$ cat src/rtl/rca4_nibble_sequencer_if.sv
// Request/response bundle for rca4_nibble_sequencer.
//   master : client side (drives operands, accepts results)
//   slave  : sequencer side (accepts operands, returns results)
// Signals:
//   req_valid/req_ready  operand handshake
//   req_a/req_b/req_ci   operands and carry-in
//   rsp_valid/rsp_ready  result handshake
//   rsp_sum/rsp_co/rsp_ovf  sum, carry-out, two's-complement overflow
interface rca4_nibble_sequencer_if #(
   parameter int unsigned WIDTH = 16
);
   logic             req_valid;
   logic             req_ready;
   logic [WIDTH-1:0] req_a;
   logic [WIDTH-1:0] req_b;
   logic             req_ci;
   logic             rsp_valid;
   logic             rsp_ready;
   logic [WIDTH-1:0] rsp_sum;
   logic             rsp_co;
   logic             rsp_ovf;

   modport master (
      output req_valid, req_a, req_b, req_ci, rsp_ready,
      input  req_ready, rsp_valid, rsp_sum, rsp_co, rsp_ovf
   );

   modport slave (
      input  req_valid, req_a, req_b, req_ci, rsp_ready,
      output req_ready, rsp_valid, rsp_sum, rsp_co, rsp_ovf
   );
endinterface

$ cat src/rtl/rca4_nibble_sequencer.sv
// Multi-cycle WIDTH-bit adder controller driving one external 4-bit ripple-carry adder.
// Operands are taken over a valid/ready request port, added one nibble per cycle LSB first
// with the carry chained through a register, and returned over a valid/ready response port.
// Ports:
//   clk, rst_n       clock, asynchronous active-low reset
//   bus (slave)      request/response handshake bundle
//   busy             high whenever not idle
//   rca_a/b/ci       nibble operands and carry to the external rca4
//   rca_s/co         combinational sum/carry back from the rca4
module rca4_nibble_sequencer #(
   parameter int unsigned WIDTH = 16
) (
   input  logic                      clk,
   input  logic                      rst_n,
   rca4_nibble_sequencer_if.slave    bus,
   output logic                      busy,
   output logic [3:0]                rca_a,
   output logic [3:0]                rca_b,
   output logic                      rca_ci,
   input  logic [3:0]                rca_s,
   input  logic                      rca_co
);

   localparam int unsigned NIBBLES = WIDTH / 4;
   localparam int unsigned IdxW    = (NIBBLES > 1) ? $clog2(NIBBLES) : 1;
   localparam logic [IdxW-1:0] LastIdx = IdxW'(NIBBLES - 1);

   typedef enum logic [1:0] {StIdle, StAdd, StDone} state_e;

   state_e           state_q, state_d;
   logic             req_ready_q, req_ready_d;
   logic             rsp_valid_q, rsp_valid_d;
   logic [WIDTH-1:0] rsp_sum_q, rsp_sum_d;
   logic             rsp_co_q, rsp_co_d;
   logic             rsp_ovf_q, rsp_ovf_d;
   logic [IdxW-1:0]  idx_q, idx_d;
   logic             carry_q, carry_d;
   logic [WIDTH-1:0] a_q, a_d;
   logic [WIDTH-1:0] b_q, b_d;
   logic [WIDTH-1:0] sum_q, sum_d;
   logic [WIDTH-1:0] sum_nxt;

   always_comb begin
      state_d     = state_q;
      req_ready_d = req_ready_q;
      rsp_valid_d = rsp_valid_q;
      rsp_sum_d   = rsp_sum_q;
      rsp_co_d    = rsp_co_q;
      rsp_ovf_d   = rsp_ovf_q;
      idx_d       = idx_q;
      carry_d     = carry_q;
      a_d         = a_q;
      b_d         = b_q;
      sum_d       = sum_q;
      rca_a       = 4'h0;
      rca_b       = 4'h0;
      rca_ci      = 1'b0;
      // Partial sum with the current nibble merged in; used on the final pass.
      sum_nxt                 = sum_q;
      sum_nxt[4*idx_q +: 4]   = rca_s;

      unique case (state_q)
         StIdle: begin
            // Also raises req_ready on the first edge after reset release.
            req_ready_d = 1'b1;
            if (bus.req_valid && req_ready_q) begin
               a_d         = bus.req_a;
               b_d         = bus.req_b;
               carry_d     = bus.req_ci;
               idx_d       = '0;
               req_ready_d = 1'b0;
               state_d     = StAdd;
            end
         end
         StAdd: begin
            rca_a   = a_q[4*idx_q +: 4];
            rca_b   = b_q[4*idx_q +: 4];
            rca_ci  = carry_q;
            sum_d   = sum_nxt;
            carry_d = rca_co;
            idx_d   = idx_q + 1'b1;
            if (idx_q == LastIdx) begin
               idx_d       = '0;
               rsp_sum_d   = sum_nxt;
               rsp_co_d    = rca_co;
               rsp_ovf_d   = (a_q[WIDTH-1] == b_q[WIDTH-1]) &&
                             (sum_nxt[WIDTH-1] != a_q[WIDTH-1]);
               rsp_valid_d = 1'b1;
               state_d     = StDone;
            end
         end
         StDone: begin
            if (rsp_valid_q && bus.rsp_ready) begin
               rsp_valid_d = 1'b0;
               req_ready_d = 1'b1;
               state_d     = StIdle;
            end
         end
         default: state_d = StIdle;
      endcase
   end

   always_ff @(posedge clk or negedge rst_n) begin
      if (!rst_n) begin
         state_q     <= StIdle;
         req_ready_q <= 1'b0;
         rsp_valid_q <= 1'b0;
         rsp_sum_q   <= '0;
         rsp_co_q    <= 1'b0;
         rsp_ovf_q   <= 1'b0;
         idx_q       <= '0;
         carry_q     <= 1'b0;
         a_q         <= '0;
         b_q         <= '0;
         sum_q       <= '0;
      end else begin
         state_q     <= state_d;
         req_ready_q <= req_ready_d;
         rsp_valid_q <= rsp_valid_d;
         rsp_sum_q   <= rsp_sum_d;
         rsp_co_q    <= rsp_co_d;
         rsp_ovf_q   <= rsp_ovf_d;
         idx_q       <= idx_d;
         carry_q     <= carry_d;
         a_q         <= a_d;
         b_q         <= b_d;
         sum_q       <= sum_d;
      end
   end

   assign bus.req_ready = req_ready_q;
   assign bus.rsp_valid = rsp_valid_q;
   assign bus.rsp_sum   = rsp_sum_q;
   assign bus.rsp_co    = rsp_co_q;
   assign bus.rsp_ovf   = rsp_ovf_q;
   assign busy          = (state_q != StIdle);

endmodule

$ cat src/flat_wrapper.sv
// flat-port wrapper written by rule: the top's interface ports become plain ports
module rca4_nibble_sequencer_flat 
#(
   parameter int unsigned WIDTH = 16
)
  (clk, rst_n, busy, rca_a, rca_b, rca_ci, rca_s, rca_co, bus_req_valid, bus_req_a, bus_req_b, bus_req_ci, bus_rsp_ready, bus_req_ready, bus_rsp_valid, bus_rsp_sum, bus_rsp_co, bus_rsp_ovf);
  rca4_nibble_sequencer_if #(.WIDTH(WIDTH)) bus_i ();
  input  logic clk;
  input  logic rst_n;
  output logic busy;
  output logic [3:0] rca_a;
  output logic [3:0] rca_b;
  output logic rca_ci;
  input  logic [3:0] rca_s;
  input  logic rca_co;
  input wire logic [$bits(bus_i.req_valid)-1:0] bus_req_valid;
  input wire logic [$bits(bus_i.req_a)-1:0] bus_req_a;
  input wire logic [$bits(bus_i.req_b)-1:0] bus_req_b;
  input wire logic [$bits(bus_i.req_ci)-1:0] bus_req_ci;
  input wire logic [$bits(bus_i.rsp_ready)-1:0] bus_rsp_ready;
  output wire logic [$bits(bus_i.req_ready)-1:0] bus_req_ready;
  output wire logic [$bits(bus_i.rsp_valid)-1:0] bus_rsp_valid;
  output wire logic [$bits(bus_i.rsp_sum)-1:0] bus_rsp_sum;
  output wire logic [$bits(bus_i.rsp_co)-1:0] bus_rsp_co;
  output wire logic [$bits(bus_i.rsp_ovf)-1:0] bus_rsp_ovf;
  assign bus_i.req_valid = bus_req_valid;
  assign bus_i.req_a = bus_req_a;
  assign bus_i.req_b = bus_req_b;
  assign bus_i.req_ci = bus_req_ci;
  assign bus_i.rsp_ready = bus_rsp_ready;
  assign bus_req_ready = bus_i.req_ready;
  assign bus_rsp_valid = bus_i.rsp_valid;
  assign bus_rsp_sum = bus_i.rsp_sum;
  assign bus_rsp_co = bus_i.rsp_co;
  assign bus_rsp_ovf = bus_i.rsp_ovf;
  rca4_nibble_sequencer #(.WIDTH(WIDTH)) u_core (.clk(clk), .rst_n(rst_n), .bus(bus_i), .busy(busy), .rca_a(rca_a), .rca_b(rca_b), .rca_ci(rca_ci), .rca_s(rca_s), .rca_co(rca_co));
endmodule
$ cat config.mk
export PLATFORM = sky130hd
export DESIGN_NAME = rca4_nibble_sequencer_flat
export DESIGN_NICKNAME = d
export VERILOG_FILES = /design/src/rtl/rca4_nibble_sequencer_if.sv /design/src/rtl/rca4_nibble_sequencer.sv /design/src/flat_wrapper.sv
export SDC_FILE = /design/constraint.sdc
export NUM_CORES = 1
export LEC_CHECK = 0
export CAP_MARGIN = 20
export CORE_UTILIZATION = 39
export DETAILED_ROUTE_END_ITERATION = 10
export GPL_TIMING_DRIVEN = 0
export PLACE_DENSITY = 0.65
export SLEW_MARGIN = 20
export SYNTH_ARGS = -nofsm -noshare
export SYNTH_HDL_FRONTEND = slang
export SYNTH_SLANG_ARGS = --single-unit
$ cat constraint.sdc
create_clock -name clk -period 2.28 [get_ports clk]
set_input_delay 0.456 -clock clk [delete_from_list [all_inputs] [get_ports clk]]
set_output_delay 0.456 -clock clk [all_outputs]
set_load 0.1 [all_outputs]
; Word-level counts from Yosys, hierarchy flattened
; Index checks and enable logic that the tools add are counted.
[totals]
inputBits = 42
register_bits = 73
[classes]
reduce_logical = 14
add_sub_neg = 2
shift = 4
eq_ne = 8
n_mux = 19
[op_table]
columns = op, count
row1 = $neg A4 Y34, 1
row2 = $shift A4 B34 Y16 const A, 1
row3 = $shiftx A4 B34 Y16, 1
row4 = $shiftx A16 B5 Y4, 2
row5 = $bwmux W16, 1
row6 = $mux W2, 5
row7 = $mux W4, 2
row8 = $reduce_and A2 Y1, 4
row9 = $reduce_bool A2 Y1, 4
row10 = $mux W1, 6
row11 = $ne A2 B1 Y1 const B, 3
row12 = $pmux W1 S2, 3
row13 = $pmux W2 S3, 1
row14 = $reduce_and A3 Y1, 2
row15 = $eq A2 B2 Y1 const B, 2
row16 = $pmux W2 S2, 1
row17 = $logic_and A1 B1 Y1, 3
row18 = $add A2 B1 Y2 const B, 1
row19 = $eq A2 B1 Y1 const B, 1
row20 = $logic_not A2 Y1, 1
row21 = $eq A1 B1 Y1, 1
row22 = $ne A1 B1 Y1, 1

; Depth between registers and ports, before layout
[logic_depth]
depth_word = 5
mapped_depth = 7

; Least setup slack after synthesis
; No wires, ideal clock.
[synth_timing]
path_type = reg2out
from = reg u_core.state_q[1]
to = out rca_a[0]
t_required_ns = 1.824
n_path_buf = 2
stages_incl_launch_ff = 6
t_arrival_ns = 1.774
setup_slack_ns = 0.050
cell_sequence = dfrtp_1 inv_1 ha_1 buf_2 clkbuf_1 and2_1
[synth_via]
elab_chain_cells = 2
[synth_rtl]
columns = element, line_no
row1 = start: declaration, rca4_nibble_sequencer.sv:30  ; state_e state_q, state_d;
row2 = start signal: assignment, rca4_nibble_sequencer.sv:105  ; state_q <= StIdle;
row3 = start signal: assignment, rca4_nibble_sequencer.sv:117  ; state_q <= state_d;
row4 = $eq A2 B1 Y1, rca4_nibble_sequencer.sv:62  ; unique case (state_q)
row5 = $mux W4, rca4_nibble_sequencer.sv:62
row6 = end: declaration, flat_wrapper.sv:11  ; output logic [3:0] rca_a;
; Every way passes these cells.

; Worst setup path after layout
[layout_timing]
from = reg u_core.idx_q[0]
to = out rca_a[3]
[layout_via]
elab_chain_cells = 2
[layout_rtl]
columns = element, line_no
row1 = start: declaration, rca4_nibble_sequencer.sv:36  ; logic [IdxW-1:0] idx_q, idx_d;
row2 = start signal: assignment, rca4_nibble_sequencer.sv:123  ; idx_q <= idx_d;
row3 = $shiftx A16 B5 Y4, rca4_nibble_sequencer.sv:76  ; rca_a = a_q[4*idx_q +: 4];
row4 = $mux W4, rca4_nibble_sequencer.sv:62
; Every way passes these cells.

==> impl_metrics.tcl <==
set metrics [dict create \
    p_clk_frac 0.153 \
    first_global_vias 2478 \
    antenna_left 0 \
    ys.flop_type "dfrtp_1" \
    initialDrtViolationCount 92 \
    internal_power_mw 4.02 \
    worst_pin_slew_ns 0.983 \
    cts.path.max_buffers 2 \
    whs_ns 0.0538 \
    io_buffer_count 67 \
    hpwlAfterDp_um 5100 \
    period_minus_slack_ns 2.25 \
    seq_power_share 0.282 \
    slowest_delay_ns 0.55 \
    swShare 0.465 \
    initial_core_util 0.401 \
    layout_commonest_cell "dfrtp_1" \
    max_slew_margin 0.347 \
    synth_top_area_frac 0.525 \
    cts_buffers 9 \
    grt_max_degree 41 \
    die_x_um 96.5 \
    track_usage 0.175 \
    comb_power_share 0.564 \
    syn_area_um2 3480 \
    switchingPower_mw 3.49 \
    drv_slew 0 \
    cts_tree "done" \
    totalWireLength_um 7410 \
    vdd_drop_max_uv 979 \
    max-cap-violations 0 \
    p_leak_nw 1.95 \
    yosys-top-cells-area "dfrtp_1, mux2_2, a21oi_1" \
    crit_path_end_kind "output port" \
    final_cell_mix "dfrtp_1, clkdlybuf4s50_1, a21oi_1" \
    total_power_mw 7.51 \
    ios 72 \
    dieHeight_um 96.5 \
    fin_nets 410 \
    antenna_found_initial 0 \
    avgViaCountPerCell 5.13 \
    drc 0 \
    synthCells 278 \
    dpl_cell_area_um2 4300 \
    worstSetupPathType "flop to output port" \
    skew_ns 0.00791 \
    synth_edf_count 0 \
    synth_warnings 0 \
    crit_family "multiplexers" \
    synth_nets 329 \
    powerDensity_nw_per_um2 1620 \
    gr-total-overflow 0 \
    async_flop_share 1.00 \
    antennaDiodeCount 0 \
    fin_area_um2 4630 \
    path_cells "buf_6 > mux4_1 > and2_4 > buf_12" \
    setup_tns_ns 0 \
    wire_per_inst_um 15.7 \
    core_um2 8680 \
    synth-seq-cells 73 \
    crit_buf_inv 2 \
    hold_viol 0 \
    status "finished, final reports clean" \
    dp.cells 454 \
    drt_pass1_iterations 4 \
    rows 34 \
    grt_first_pass_wirelength_um 12100 \
    cts.htree.levels 3 \
    synth_seq_area_share 0.525 \
    setup_violations 0 \
    clk_pin_slew_ns 0.08 \
    drive_gt1_frac 0.280 \
    n_fill_cell 804 \
    arrival_ns 1.79 \
    min_period_over_period 0.987 \
    yosysTopAreaCell "dfrtp_1" \
    rsz0062_at_grt "yes" \
    cp-start-kind "flop" \
    crit_required_ns 1.82 \
    path_max_fanout 3 \
    cpMaxStageDelayCell "mux4_1" \
    fmax_mhz 445 \
    yosysUniqueCellTypes 39 \
    routabilityCongestion 0.710 \
    clock_latency_ns 0.35 \
    hold_path_class "input port to async pin" \
    cts_root_buf "clkbuf_8" \
    cts_sinks 73 \
    areaGrowthSynthToFinish_pct 33.0 \
    fin_cells 472 \
    syn_area_per_cell_um2 12.5 \
    dr_total_vias 2423 \
    die_area_um2 9300 \
]
==> path summary, 6_finish.rpt <==
| check | slack [ns] | cells after the start | startpoint | endpoint |
|---|---|---|---|---|
| max | 0.03 | 4 | u_core.idx_q[0]$_DFFE_PN0P_ | rca_a[3] |
| min | 0.05 | 1 | rst_n | u_core.bus.rsp_sum[8]$_DFFE_PN0P_ |
| max reg2reg | 0.20 | 7 | u_core.idx_q[1]$_DFFE_PN0P_ | u_core.bus.rsp_sum[15]$_DFFE_PN0P_ |
| min reg2reg | 0.49 | 1 | u_core.sum_q[0]$_DFFE_PN0P_ | u_core.sum_q[0]$_DFFE_PN0P_ |
| max in group asynchronous | 1.65 | 2 | rst_n | u_core.idx_q[0]$_DFFE_PN0P_ |
| min in group clk | 0.49 | 1 | u_core.sum_q[0]$_DFFE_PN0P_ | u_core.sum_q[0]$_DFFE_PN0P_ |
==> synthesized netlist by cell type, drive strengths merged (3+ instances only) <==
| library cell | instances |
|---|---|
| and4bb | 3 |
| nand2 | 5 |
| a21oi | 34 |
| and2 | 10 |
| nor2 | 19 |
| a32o | 17 |
| inv | 6 |
| ha | 9 |
| nor2b | 16 |
| mux4 | 8 |
| buf | 16 |
| clkbuf | 5 |
| dfrtp | 73 |
| mux2 | 34 |
==> power groups by stage <==
stage | Clock [mW] | Sequential [mW] | Combinational (mW)
finish | 1.15 | 2.12 | 4.24
global route | 1.24 | 2.19 | 4.50
CTS | 1.19 | 2.12 | 4.06
detailed placement | 0 | 2.16 | 4.08
global placement | 0 | 2.14 | 4.03
floorplan | 0 | 3.13 | 2.16
==> layer usage <==
metal  wire length (um)  global-route usage  share of wire
met1               3360               0.222           0.45
met2               3520               0.281           0.47
met3                443              0.0556          0.060
met4                 85              0.0637          0.011
met5                  0                   0              0
==> stage by stage <==
step                       util  worst slack [ns]
after floorplan               -            0.0498
after global routing      0.533          -0.00766
after CTS                 0.523          0.000536
final                     0.533            0.0306
after detailed placement  0.496            -0.899
after global placement    0.494             -1.83
==> cell type report <==
cell class	instances	area [um^2]	area share
sequential	73	1830	0.395
multi-input combinational	178	1520	0.329
timing repair buffer	71	757	0.164
clock buffer	10	138	0.0297
buffer	20	135	0.0292
tap	108	135	0.0292
clock inverter	6	90.1	0.0195
inverter	6	22.5	0.00486
==> cell families (layout without fill, tap and decap cells) <==
kind of cell    Yosys count  count (layout)  synth area share
compound gates           63              63             0.128
fa+ha+maj                 9               9            0.0324
mux                      43              43             0.167
buf+inv                  27             113            0.0421
simple gates             63              63             0.106
flops                    73              73             0.525
==> timing repair <==
item,in CTS,in global routing
buffers inserted,2,1
gates resized for setup,89,26
hold buffers,0,0
pin swaps,0,0
setup endpoints to repair,30,10
==> flip-flops by register name, indices dropped and copies added, names as in the netlist <==
name / count
u_core.a_q: 16
u_core.b_q: 16
u_core.bus.req_ready: 1
u_core.bus.rsp_co: 1
u_core.bus.rsp_ovf: 1
u_core.bus.rsp_sum: 16
u_core.bus.rsp_valid: 1
u_core.carry_q: 1
u_core.idx_q: 2
u_core.state_q: 2
u_core.sum_q: 16
Power figures use the tool's default switching activity.
